==> src/rtl/booth_radix8_multiplier.sv <==
// Sequential radix-8 Booth multiplier: one Booth digit (-4..+4) per clock, signed/unsigned per operand.
// Define BOOTH_EARLY_TERM_EN to finish as soon as every remaining multiplier digit is zero.
module booth_radix8_multiplier #(
  parameter int WIDTH = 16
) (
  input  logic                 clk,
  input  logic                 rst_n,
  input  logic                 start,
  input  logic [WIDTH-1:0]     multiplicand,
  input  logic [WIDTH-1:0]     multiplier,
  input  logic [1:0]           sign_mode,
  output logic [2*WIDTH-1:0]   product,
  output logic                 done,
  output logic                 busy
);

  localparam int NDIG = (WIDTH + 4) / 3;
  localparam int ACCW = 2*WIDTH + 4;
  localparam int BW   = 3*NDIG + 1;
  localparam int CW   = $clog2(NDIG + 1);

  typedef enum logic [1:0] {IDLE, PRECOMP, CALC} state_t;

  state_t          state_q;
  logic [ACCW-1:0] acc_q, mult_q, m3_q;
  logic [BW-1:0]   b_q;
  logic [CW-1:0]   cnt_q;
  logic [ACCW-1:0] mag_d, acc_d;
  logic            neg_d, finish_d;

  // b_q[3:0] is the current Booth window; bit 0 is the overlap bit from the previous digit.
  always_comb begin
    mag_d = '0;
    neg_d = 1'b0;
    unique case (b_q[3:0])
      4'b0001, 4'b0010: mag_d = mult_q;
      4'b0011, 4'b0100: mag_d = mult_q << 1;
      4'b0101, 4'b0110: mag_d = m3_q;
      4'b0111:          mag_d = mult_q << 2;
      4'b1000:          begin mag_d = mult_q << 2; neg_d = 1'b1; end
      4'b1001, 4'b1010: begin mag_d = m3_q;        neg_d = 1'b1; end
      4'b1011, 4'b1100: begin mag_d = mult_q << 1; neg_d = 1'b1; end
      4'b1101, 4'b1110: begin mag_d = mult_q;      neg_d = 1'b1; end
      default:          mag_d = '0;
    endcase
    acc_d = acc_q + (mag_d ^ {ACCW{neg_d}}) + {{(ACCW-1){1'b0}}, neg_d};
`ifdef BOOTH_EARLY_TERM_EN
    finish_d = (cnt_q == CW'(NDIG)) || (b_q == '0) || (b_q == '1);
`else
    finish_d = (cnt_q == CW'(NDIG));
`endif
  end

  always_ff @(posedge clk) begin
    if (!rst_n) begin
      state_q <= IDLE;
      acc_q   <= '0;
      mult_q  <= '0;
      m3_q    <= '0;
      b_q     <= '0;
      cnt_q   <= '0;
      product <= '0;
      done    <= 1'b0;
      busy    <= 1'b0;
    end else begin
      done <= 1'b0;
      case (state_q)
        IDLE: begin
          if (start) begin
            mult_q  <= {{(ACCW-WIDTH){sign_mode[1] & multiplicand[WIDTH-1]}}, multiplicand};
            b_q     <= {{(BW-1-WIDTH){sign_mode[0] & multiplier[WIDTH-1]}}, multiplier, 1'b0};
            busy    <= 1'b1;
            state_q <= PRECOMP;
          end
        end
        PRECOMP: begin
          m3_q    <= mult_q + (mult_q << 1);
          acc_q   <= '0;
          cnt_q   <= '0;
          state_q <= CALC;
        end
        CALC: begin
          if (finish_d) begin
            product <= acc_q[2*WIDTH-1:0];
            done    <= 1'b1;
            busy    <= 1'b0;
            state_q <= IDLE;
          end else begin
            // Arithmetic wrap in the accumulator is harmless: the true product fits in 2*WIDTH bits.
            acc_q  <= acc_d;
            mult_q <= mult_q << 3;
            m3_q   <= m3_q << 3;
            b_q    <= {{3{b_q[BW-1]}}, b_q[BW-1:3]};
            cnt_q  <= cnt_q + CW'(1);
          end
        end
        default: state_q <= IDLE;
      endcase
    end
  end

endmodule

==> config.mk <==
export PLATFORM = sky130hd
export DESIGN_NAME = booth_radix8_multiplier
export DESIGN_NICKNAME = d
export VERILOG_FILES = /design/src/rtl/booth_radix8_multiplier.sv
export SDC_FILE = /design/constraint.sdc
export NUM_CORES = 1
export LEC_CHECK = 0
export BUFFER_PORTS_ARGS = -buffer_cell sky130_fd_sc_hd__buf_2
export CORE_ASPECT_RATIO = 0.75
export CORE_MARGIN = 8
export CORE_UTILIZATION = 50
export CTS_CLUSTER_SIZE = 24
export DETAILED_ROUTE_END_ITERATION = 8
export GPL_TIMING_DRIVEN = 0
export PLACE_DENSITY = 0.76
export SLEW_MARGIN = 20
export SYNTH_ARGS = -nofsm -noshare
export SYNTH_HDL_FRONTEND = slang
export SYNTH_SLANG_ARGS = --single-unit
export TNS_END_PERCENT = 20
==> constraint.sdc <==
create_clock -name clk -period 4.3 [get_ports clk]
set_clock_uncertainty 0.15 [all_clocks]
set_input_delay 0.86 -clock clk [delete_from_list [all_inputs] [get_ports clk]]
set_output_delay 0.86 -clock clk [all_outputs]
set_load 0.05 [all_outputs]
# Yosys cells after proc, flatten, opt, wreduce, memory -nomap -nowiden
# Index checks and enable logic that the tools add are counted.
# totals
register_bits	166
input_bits	37
out_inout_bits	34
word_cells	74
# classes
add_sub_neg	4
n_eq_ne	20
n_mux	21
bitwise_logic	4
reduce_logical	15
# op_table
op	count
one-hot mux 36 bit (2 select lines)	3
two-way mux 36 bit	4
one-hot mux 36 bit (4 select lines)	1
adder 36 bit	2
one-hot mux 19 bit (2 select lines)	1
adder 36 x 1 -> 36 bit	1
bitwise XOR 36 bit	1
== test 4 bit (second input constant)	7
two-way mux 19 bit	1
two-way mux 18 bit	1
== test 4 x 3 -> 1 bit (second input constant)	4
OR reduction 4 bit	3
AND reduction 3 bit	3
== test 4 x 2 -> 1 bit (second input constant)	2
AND reduction 2 bit	4
OR reduction 7 bit	1
inequality test 2 bit (second input constant)	3
one-hot mux 2 bit (3 select lines)	1
one-hot mux 3 bit (2 select lines)	1
== test 4 x 1 -> 1 bit (second input constant)	1
two-way mux 1 bit	4
two-way mux 2 bit	2
nonzero test 2 bit	2
adder 3 x 1 -> 3 bit (second input constant)	1
9 further kinds	10

# Longest topological paths before layout
# logic_depth
ltp_word	8
mapped_depth	18
depth_no_buf	16

# Worst setup path after synthesis
# Ideal clock, no wire load.
# synth_timing
path_kind	reg2reg
startpoint	register b_q[0]
endpoint	register acc_q[28]
setup_ns	0.128
arrival_time_ns	3.594
t_required_ns	4.022
path_slack_ns	0.427
path_stages_with_launch	18
path_buffers	2
period_less_slack_ns	3.873
cell_sequence	dfxtp_1 buf_2 xnor2_1 nor2_1 clkbuf_1 a22o_1 a221oi_1 xor2_1 ha_1 and4_1 and2_1 o21bai_1 nand3b_1 a221oi_1 o211ai_1 a31oi_1 xor2_1 o21ai_0
# synth_between
elab_chain_len	8
word_cells_on_any_way	26
cone_classes	2 x add/sub; 14 x eq/ne; 4 x mux; 1 x bitwise; 5 x reduce/logical
# synth_lines
item	line	rtl
start: declaration	26	logic [BW-1:0] b_q;
start signal: assignment	71	b_q <= {{(BW-1-WIDTH){sign_mode[0] & multiplier[WIDTH-1]}}, multiplier, 1'b0};
start signal: assignment	93	b_q <= {{3{b_q[BW-1]}}, b_q[BW-1:3]};
== test 4 bit, or another cell as far along	35	unique case (b_q[3:0])
OR reduction 4 bit (no line), or another cell as far along	n/a	
one-hot mux 36 bit (4 select lines) / two-way mux 1 bit (equally long branches)	35	
bitwise XOR 36 bit	46	acc_d = acc_q + (mag_d ^ {ACCW{neg_d}}) + {{(ACCW-1){1'b0}}, neg_d};
adder 36 bit	46	
adder 36 x 1 -> 36 bit (*)	46	
two-way mux 36 bit (*)	83	if (finish_d) begin
one-hot mux 36 bit (2 select lines) (*)	67	case (state_q)
end signal: assignment	57	acc_q <= '0;
end signal: assignment	78	acc_q <= '0;
end signal: assignment	90	acc_q <= acc_d;
end: declaration	25	logic [ACCW-1:0] acc_q, mult_q, m3_q;
# Every way passes the cells marked *; elsewhere a longest branch is shown, timed or not. The select of a mux whose other input is x is not followed.
# A chain may end at the register's enable or synchronous reset.

# Final worst setup path
# layout_timing
startpoint	register b_q[1]
endpoint	register acc_q[30]
# The elaborated chain is that of the path after synthesis.

==> flow_summary.ini <==
[status]
status = complete, no violations

[yosys]
ys_seq_elements = 154
ys_types = 69
synthesis.nets = 1454
yosysWarnings = 0
syn_area_mm2 = 0.01053
async_flop_share = 0
synthCells = 1346
synth_flop_cell = dfxtp_1
yosysSeqAreaShare = 0.2927
avgSynthCellArea_um2 = 7.825
synth_edf_count = 0

[critical_path]
start_kind = flop
cp.required_ps = 4450
r2r-start = b_q[1]
cp_slowest_cell = a221oi_4
crit_path_end_kind = flop
path_buf_inv = 2
cp-startpoint = b_q[1]
max_stage_delay_ps = 400
path_cells = buf_6 > nand2b_4 > o22ai_2 > buf_6 > a22o_1 > a221oi_2 > xor2_1 > ha_2 > and4_4 > and2_1 > o21bai_1 > nand3b_1 > a221oi_4 > o211ai_1 > a31oi_1 > xor2_1 > o21ai_0
critPathKind = reg2reg
critPathMaxFanout = 10
critPathArrivalTime_ps = 4380
crit_family = compound AO/OA/AOI/OAI gates
reg2reg_slack_ps = 70

[finish]
antenna_cells = 0
fin_util = 0.5745
final_cell_mix = nand2_1, dfxtp_1, a21oi_1
final_common_cell = nand2_1
area_growth_pct = 13.96
fin_nets = 1552
final_layout_size_suffix_gt1_frac = 0.1051

[floorplanning]
start_util = 0.5041
pin_count = 71
fp.dieH_um = 141.7
rows = 46
die_w_um = 183.6
die_area_mm2 = 0.02601
core_mm2 = 0.02089

[routing]
vias_per_cell = 6.054
drcViolationCount = 0
wirelength_mm = 32.99
drtAntennaViolNets = 0
drt_pass1_iterations = 6
drt_iter0_drc = 1223
via_count = 10558
avgRoutedWirePerCell_um = 18.92

[placed_design]
port_buffers = 70
dp_slack_ps = -544.8
gp_congestion = 0.9512
hpwl_mm = 24.59

[clock_tree]
tritoncts = yes
clockBufferDepth = 2
htree_levels = 4
cts.sinks = 154
hold_buffers = 0
root_buffer = clkbuf_16
clk_latency_ps = 440
cts.clk_slew.worst_paths_ps = 70
numCtsBuffers = 17

[global_routing]
gr-usage-met3 = 0.04343
grt_pass1_wl_mm = 51.81
use_met2 = 0.3729
first_global_vias = 9712
grt_usage = 0.2476
antenna_found_initial = 0
use_met1 = 0.3566
overflow = 0
busiest_layer = met2
grt_max_degree = 17

[timing]
tightestPinTransition_ps = 782.4
setup_slack_ps = 69.41
clock.fmax_ghz = 0.2364
slew-limit-headroom = 0.4784
hold_viol_final = 0
finalCritPeriodShare = 0.9839
finalSetupViolations = 0
rsz0062_at_grt = true
drv_slew = 0
finalCriticalPeriod_ps = 4231

[pwr]
leakagePower_nw = 5.126
clkPwrFrac = 0.328
pwr_density_cell_mw_per_mm2 = 369.6
pwr-share-comb = 0.297
p_int_w = 0.002819
p_switching_w = 0.001617
pwr-share-seq = 0.375
switching_share = 0.3644
finalPower_w = 0.004436
max-vdd-ir-drop_v = 0.0002220

[job]
max-cap-violations = 0

[min_path]
worstHoldStart = product[12]
hp-class = reg2reg
-- power by group through the flow --
stage	registers, W	clock network, W	logic (W)
after floorplan	0.00163	0	0.000933
after global placement	0.00168	0	0.00120
after detailed placement	0.00168	0	0.00123
after CTS	0.00165	0.00146	0.00126
after global routing	0.00167	0.00152	0.00144
final	0.00166	0.00145	0.00132
-- worst reg2reg max path, cell delays in order (launching register included) --
cell and delay, ps:
dfxtp_1 340, buf_6 150, nand2b_4 140, o22ai_2 140
buf_6 180, a22o_1 230, a221oi_2 210, xor2_1 340
ha_2 380, and4_4 200, and2_1 170, o21bai_1 160
nand3b_1 220, a221oi_4 410, o211ai_1 160, a31oi_1 250
xor2_1 170, o21ai_0 100
-- sequential cells by signal, indices dropped and copies added, names as in the netlist --
name / flops
acc_q: 32
m3_q: 32
mult_q: 32
product: 32
b_q: 19
cnt_q: 3
state_q: 2
busy: 1
done: 1
-- logic make-up (layout without fill, tap and decap cells) --
group                    after synthesis  in the layout  share of synthesized area
AND/OR/NAND/NOR                      464            464                     0.2022
adder cells (fa/ha/maj)               74             74                    0.08862
multiplexers                           5              5                   0.004752
buffers and inverters                105            215                    0.03884
XOR/XNOR                              80             80                    0.06831
AO/OA/AOI/OAI                        464            464                     0.3046
flip-flops                           154            154                     0.2927
-- synthesized netlist by cell type (3+ instances only) --
library cell,instances,area (µm²)
ha_1,69,863.3
a221oi_1,34,297.8
nand3_1,68,340.3
maj3_1,3,30.03
a21o_1,30,225.2
a41oi_1,3,26.28
a21boi_0,44,330.3
o31ai_1,3,22.52
nor2b_1,22,137.6
nand4_1,14,87.58
o21ai_0,84,420.4
a31oi_1,9,56.30
a22o_1,35,306.5
o21bai_1,7,52.55
mux2i_1,5,50.05
o2111ai_1,4,35.03
nor3b_1,4,30.03
nand2b_1,10,62.56
and3_1,5,31.28
nand2_1,225,844.6
buf_1,4,15.01
nor4_1,3,18.77
xnor2_1,16,140.1
dfxtp_1,154,3083
and2_1,24,150.1
xor2_1,63,551.8
o22ai_1,3,18.77
a211oi_1,11,82.58
clkbuf_1,79,296.5
a22oi_1,10,75.07
nor2_1,60,225.2
buf_2,3,15.01
inv_1,16,60.06
o21a_1,19,142.6
o211ai_1,9,67.56
nor3_1,11,55.05
o211a_1,32,320.3
a21oi_1,109,545.5
-- area by class of cell --
type	instances	area (µm²)
multi-input combinational	1087	7142
clock inverter	14	125.1
fill	1891	8890
clock buffer	17	425.4
timing repair buffer	79	417.9
tap	288	360.3
buffer	88	385.4
inverter	17	63.81
sequential	154	3083
-- worst paths after layout --
check | end | depth (start not counted)
setup reg to reg | acc_q[30] | 17
hold / removal | product[12] | 2
hold reg to reg | product[12] | 2
setup / recovery | acc_q[30] | 17
-- repair_timing --
action,CTS,global route
buffers inserted,6,3
pin swaps,3,9
resized for setup,15,38
endpoints found under the setup margin,9,15
-- routing by layer --
| metal | wire length, µm | vias to the layer above | share of wire |
|---|---|---|---|
| li1 | - | 5113 | - |
| met1 | 15320 | 4919 | 0.46 |
| met2 | 13870 | 479 | 0.42 |
| met3 | 3220 | 47 | 0.098 |
| met4 | 582 | 0 | 0.018 |
| met5 | 0 | - | 0 |
-- per-stage QoR --
stage                     area, µm²  std cells  hold WS (ps)  TNS [ps]
after floorplan               10530       1346         288.8         0
after global placement        11240       1704         297.8     -2067
after detailed placement      11240       1704         303.5     -2688
after CTS                     11910       1741         312.8    -34.96
after global routing          12000       1744         333.2    -129.2
final                         12000       1744         307.7         0
No activity file was read; power rests on OpenSTA's default activity.
